<file path="src/rtl/riscv_if_pkg.sv">
// riscv_if_pkg: shared constants and the IF/ID register payload type for the fetch stage
package riscv_if_pkg;
  localparam logic [31:0] NOP_INSTR    = 32'h0000_0013;
  localparam logic [31:0] RESET_PC_DEF = 32'h0000_0000;
  localparam logic [31:0] INSTR_BYTES  = 32'd4;
  typedef struct packed {
    logic [31:0] inst;
    logic [31:0] pc;
    logic        valid;
  } if_id_t;
endpackage

</file>
<file path="src/rtl/instr_fetch_unit_if_id_reg.sv">
// if_id_reg: IF/ID output register with reset, flush, load and stall-hold rules
// Ports: CLK, RESET_N (sync, active-low), flush, load, ready (decode accepts),
//        inst_d/pc_d (captured on load), q (registered inst, pc, valid)
module if_id_reg
  import riscv_if_pkg::*;
(
  input  logic        CLK,
  input  logic        RESET_N,
  input  logic        flush,
  input  logic        load,
  input  logic        ready,
  input  logic [31:0] inst_d,
  input  logic [31:0] pc_d,
  output if_id_t      q
);
  always_ff @(posedge CLK) begin
    if (!RESET_N) q <= '{inst: NOP_INSTR, pc: 32'd0, valid: 1'b0};
    else if (flush) q.valid <= 1'b0;
    else if (load) q <= '{inst: inst_d, pc: pc_d, valid: 1'b1};
    else q.valid <= q.valid & ~ready;
  end
endmodule

</file>
<file path="src/rtl/instr_fetch_unit.sv">
// instr_fetch_unit: PC register, next-PC mux and ROM fetch feeding a valid/ready IF/ID register
// Ports: CLK, RESET_N (sync, active-low), fetch_en, redirect, redirect_pc,
//        address (ROM word address), dsalida (ROM data), inst, inst_pc, inst_valid,
//        inst_ready, pc (debug), misalign (only with IFU_MISALIGN_TRAP_EN)
// Macro IFU_MISALIGN_TRAP_EN: misaligned redirect halts fetch and raises misalign;
// otherwise the low two redirect bits are masked off.
module instr_fetch_unit
  import riscv_if_pkg::*;
#(
  parameter logic [31:0] RESET_PC = RESET_PC_DEF,
  parameter int          ADDR_W   = 10,
  parameter int          DATA_W   = 32
) (
  input  logic              CLK,
  input  logic              RESET_N,
  input  logic              fetch_en,
  input  logic              redirect,
  input  logic [31:0]       redirect_pc,
  output logic [ADDR_W-1:0] address,
  input  logic [DATA_W-1:0] dsalida,
  output logic [DATA_W-1:0] inst,
  output logic [31:0]       inst_pc,
  output logic              inst_valid,
  input  logic              inst_ready,
`ifdef IFU_MISALIGN_TRAP_EN
  output logic              misalign,
`endif
  output logic [31:0]       pc
);
  if_id_t q;
  logic advance;
  logic [31:0] target;
`ifdef IFU_MISALIGN_TRAP_EN
  assign target  = redirect_pc;
  assign advance = fetch_en & (~q.valid | inst_ready) & ~misalign;
  always_ff @(posedge CLK) begin
    if (!RESET_N) misalign <= 1'b0;
    else if (redirect) misalign <= |redirect_pc[1:0];
  end
`else
  assign target  = redirect_pc & ~32'h3;
  assign advance = fetch_en & (~q.valid | inst_ready);
`endif
  assign address = pc[ADDR_W+1:2];
  always_ff @(posedge CLK) begin
    if (!RESET_N) pc <= RESET_PC;
    else if (redirect) pc <= target;
    else if (advance) pc <= pc + INSTR_BYTES;
  end
  if_id_reg u_if_id (
    .CLK    (CLK),
    .RESET_N(RESET_N),
    .flush  (redirect),
    .load   (advance),
    .ready  (inst_ready),
    .inst_d (dsalida),
    .pc_d   (pc),
    .q      (q)
  );
  assign inst       = q.inst;
  assign inst_pc    = q.pc;
  assign inst_valid = q.valid;
endmodule

</file>
<file path="config.mk">
export PLATFORM = sky130hd
export DESIGN_NAME = instr_fetch_unit
export DESIGN_NICKNAME = d
export VERILOG_FILES = /design/src/rtl/riscv_if_pkg.sv /design/src/rtl/instr_fetch_unit_if_id_reg.sv /design/src/rtl/instr_fetch_unit.sv
export SDC_FILE = /design/constraint.sdc
export NUM_CORES = 1
export LEC_CHECK = 0
export CAP_MARGIN = 30
export CORE_ASPECT_RATIO = 1.25
export CORE_MARGIN = 1
export CORE_UTILIZATION = 39
export DETAILED_ROUTE_END_ITERATION = 7
export GPL_TIMING_DRIVEN = 0
export PLACE_DENSITY_LB_ADDON = 0.2
export SKIP_LAST_GASP = 1
export SLEW_MARGIN = 20
export SYNTH_ARGS = -nofsm -noshare
export SYNTH_HDL_FRONTEND = slang
export SYNTH_SLANG_ARGS = --single-unit
</file>
<file path="constraint.sdc">
create_clock -name CLK -period 1.9 [get_ports CLK]
set_clock_uncertainty 0.05 [all_clocks]
set_input_delay 0.285 -clock CLK [delete_from_list [all_inputs] [get_ports CLK]]
set_output_delay 0.285 -clock CLK [all_outputs]
set_load 0.01 [all_outputs]
</file>
==> flow_summary.json <==
{
  "switching_power_w": 0.001207,
  "clock_buffers_created_by_tritoncts": 9,
  "maxcap_violations": 0,
  "p_leak_nw": 2.441,
  "intPower_w": 0.003518,
  "n_antenna_cell": 0,
  "placed_area_um2": 6191,
  "netlist-cell-type-count": 51,
  "critical_path.n_buffers_inverters": 0,
  "syn2layout_area_growth_pct": 56.87,
  "number_of_cells_on_the_critical_path": 4,
  "proportion_of_total_power_due_to_net_switching_pct": 25.55,
  "critPathSlowestCell": "sky130_fd_sc_hd__or4_2",
  "dp.cells": 833,
  "synthDominantAreaCellType": "sky130_fd_sc_hd__dfxtp_1",
  "grt_pass1_wl_um": 21650,
  "hpwlAfterDp_um": 10300,
  "achievable-frequency_ghz": 0.5315,
  "drt_first_pass_iters": 4,
  "path_delay_family": "simple AND/OR/NAND/NOR gates",
  "finalInstanceArea_um2": 6789,
  "final.min_clock_period_ps": 1882,
  "primary_ff_master_synth": "sky130_fd_sc_hd__dfxtp_1",
  "grt_pass1_vias": 4461,
  "ys_warn_count": 0,
  "route.vias.total": 4692,
  "worstHoldPathType": "reg2reg",
  "ys_top_cells_by_count": "sky130_fd_sc_hd__nand2_1, sky130_fd_sc_hd__dfxtp_1, sky130_fd_sc_hd__a21boi_0",
  "fp-row-count": 42,
  "avgSynthCellArea_um2": 8.150,
  "numClockSinks": 93,
  "postSynthCellCount": 531,
  "yosys_register_bits": 93,
  "post_drt_via_cell_ratio": 5.412,
  "clk_root_buffer_cell": "sky130_fd_sc_hd__clkbuf_16",
  "mappedNetlistArea_um2": 4328,
  "total_count_of_max_transition_violations_in_the_final_report": 0,
  "tritoncts_clock_tree": "yes",
  "pwr-share-seq_pct": 45.6,
  "placement.io_buffers": 167,
  "worst_setup_path_start_kind": "flip-flop",
  "arrival_ps": 2100,
  "endpoint_kind": "flip-flop",
  "critPathKind": "reg2reg",
  "post_synth_main_area_contributors": "sky130_fd_sc_hd__dfxtp_1, sky130_fd_sc_hd__nand2_1, sky130_fd_sc_hd__a21boi_0",
  "worst-path-max-fanout": 9,
  "critical-path-max-stage-delay_ps": 670,
  "grt_antenna_before_repair": 0,
  "finalWirelength_um": 14230,
  "crit_path_cell_trace": "and4_1, nand3_4, or4_2, a31oi_1",
  "post-route-drc-count": 0,
  "max_slew_margin_vs_limit_pct": 58.80,
  "fin_hold_ws_ps": 411.2,
  "worst-r2r-cell-count": 4,
  "design.core.area_um2": 10720,
  "final_setup_fails": 0,
  "setup_repair_after_global_routing_missed_its_margin": "true",
  "minimum_setup_slack_among_reg_to_reg_paths_ps": 20,
  "groute.usage.overall_pct": 24.30,
  "non_filler_cells_in_the_finished_layout": 867,
  "post-synth-top-count-cell": "sky130_fd_sc_hd__nand2_1",
  "avgRoutedWirePerCell_um": 16.41,
  "synth-edff-count": 0,
  "final.period_utilization_pct": 99.03,
  "worst_setup_hold_path_clk_slew_ps": 60,
  "synthArstFlopShare_pct": 0,
  "gr-total-overflow": 0,
  "final_nets": 800,
  "outcome": "completed",
  "clockBufferDepth": 2,
  "hold_path_depth": 2,
  "synth_top_cell_area_share_pct": 43.02,
  "post_route_setup_tns_ps": 0,
  "ioPinCount": 176,
  "starting_density_of_the_core_pct": 40.37,
  "power.share.clock_pct": 36.9,
  "final_antenna_net_count": 0,
  "die-area_um2": 11520,
  "h_tree_depth_reported_by_cts": 3,
  "ir_worst_vdd_mv": 0.3998,
  "timing.final.hold_violations": 0,
  "post_route_cells_drive_above_1_share_pct": 13.61,
  "seq_area_frac_synth_pct": 43.02,
  "power_frac_comb_pct": 17.5,
  "finalWeightedCongestion": 0.9118,
  "clk-insertion-delay-late_ps": 340,
  "chipWidth_um": 96.22,
  "die_h_um": 119.8,
  "pin_count_of_the_biggest_net_entering_global_routing": 15,
  "cellPowerDensity_nw_per_um2": 696.0,
  "max_slew.worst_pin.slew_ps": 618.0,
  "timing.critical_path.required_ps": 2120,
  "hold_buffers_post_cts": 0,
  "initialDrtViolationCount": 193
}
-- flip-flops by register name, indices dropped and copies added (netlist names) --
register and cells:
pc 30, u_if_id.q 63
-- worst paths after layout --
kind                   end     startpoint
min          u_if_id.q[48]  u_if_id.q[48]
max reg2reg         pc[15]          pc[5]
min reg2reg  u_if_id.q[48]  u_if_id.q[48]
max                 pc[15]          pc[5]
-- tightest hold or removal path, delay by kind of cell, from the launching register on --
kind	cells	cell delay [ps]
and+or+nand+nor	1	50
AOI/OAI and AO/OA	1	60
DFF	1	310
-- stage by stage --
step / utilization (%) / worst slack (ps) / power, W
floorplan: - / -2.057 / 0.002518
global placement: 57.75 / -572.9 / 0.002965
detailed placement: 57.75 / -597.7 / 0.002983
CTS: 62.13 / -28.55 / 0.004741
global route: 63.33 / -67.09 / 0.004926
finish: 63.33 / 18.49 / 0.004725
-- cells in the final DEF, fill, tap and decap left out, drive strengths merged, types with 3 or more instances in the layout --
cell | Yosys | layout
nand3 | 13 | 13
nor3 | 4 | 4
inv | 4 | 4
o211a | 4 | 4
a311oi | 4 | 4
clkdlybuf4s50 | 0 | 167
xnor2 | 4 | 4
buf | 18 | 38
nor2b | 5 | 5
and3 | 13 | 13
o31ai | 6 | 6
nor4 | 10 | 10
a21boi | 59 | 59
o31a | 3 | 3
nor2 | 7 | 7
nand2 | 139 | 139
dfxtp | 93 | 93
or3 | 9 | 9
a211oi | 4 | 4
or4 | 6 | 6
a31oi | 11 | 11
a211o | 5 | 5
and4 | 3 | 3
nand2b | 8 | 8
clkbuf | 37 | 49
conb | 1 | 4
nand4 | 14 | 14
nor3b | 3 | 3
o21ai | 25 | 25
-- power groups by stage --
stage	Combinational, W	Sequential [W]	Clock, W
2_1_floorplan	0.000293	0.00223	0
3_3_place_gp	0.000763	0.00220	0
3_5_place_dp	0.000776	0.00221	0
4_1_cts	0.000813	0.00215	0.00177
5_1_grt	0.000893	0.00217	0.00187
6_report	0.000828	0.00216	0.00174
-- cell type report --
| type | count | area [µm²] |
|---|---|---|
| fill | 952 | 3931 |
| multi-input combinational | 382 | 2287 |
| sequential | 93 | 1922 |
| timing repair buffer | 188 | 1829 |
| buffer | 52 | 280.3 |
| clock buffer | 14 | 274.0 |
| tap | 132 | 165.2 |
| clock inverter | 2 | 16.27 |
| inverter | 4 | 15.01 |
-- what timing repair did --
action / CTS / global route
pin swaps: 2 / 4
buffers inserted: 11 / 10
gates resized for setup: 38 / 25
endpoints found under the setup margin: 66 / 35
hold endpoints to repair: 0 / 0
-- metal layers --
| layer | GRT usage (%) | share of wire, % | wire [µm] | up-vias |
|---|---|---|---|---|
| met3 | 4.563 | 6.8 | 972 | 28 |
| met1 | 29.36 | 41 | 5903 | 2207 |
| li1 | - | - | - | 2264 |
| met5 | 0 | 0 | 0 | - |
| met4 | 10.45 | 2.3 | 329 | 0 |
| met2 | 41.22 | 49 | 7020 | 193 |
-- cells by family after synthesis --
logic type	Yosys count	synth area share, %
other	1	0.08665
AO/OA/AOI/OAI	132	22.23
AND/OR/NAND/NOR	241	27.06
XOR/XNOR	4	0.8094
adder cells (fa/ha/maj)	1	0.2891
flip-flops	93	43.02
buffers and inverters	59	6.505
Note: power is estimated with default switching activity, not from simulation.
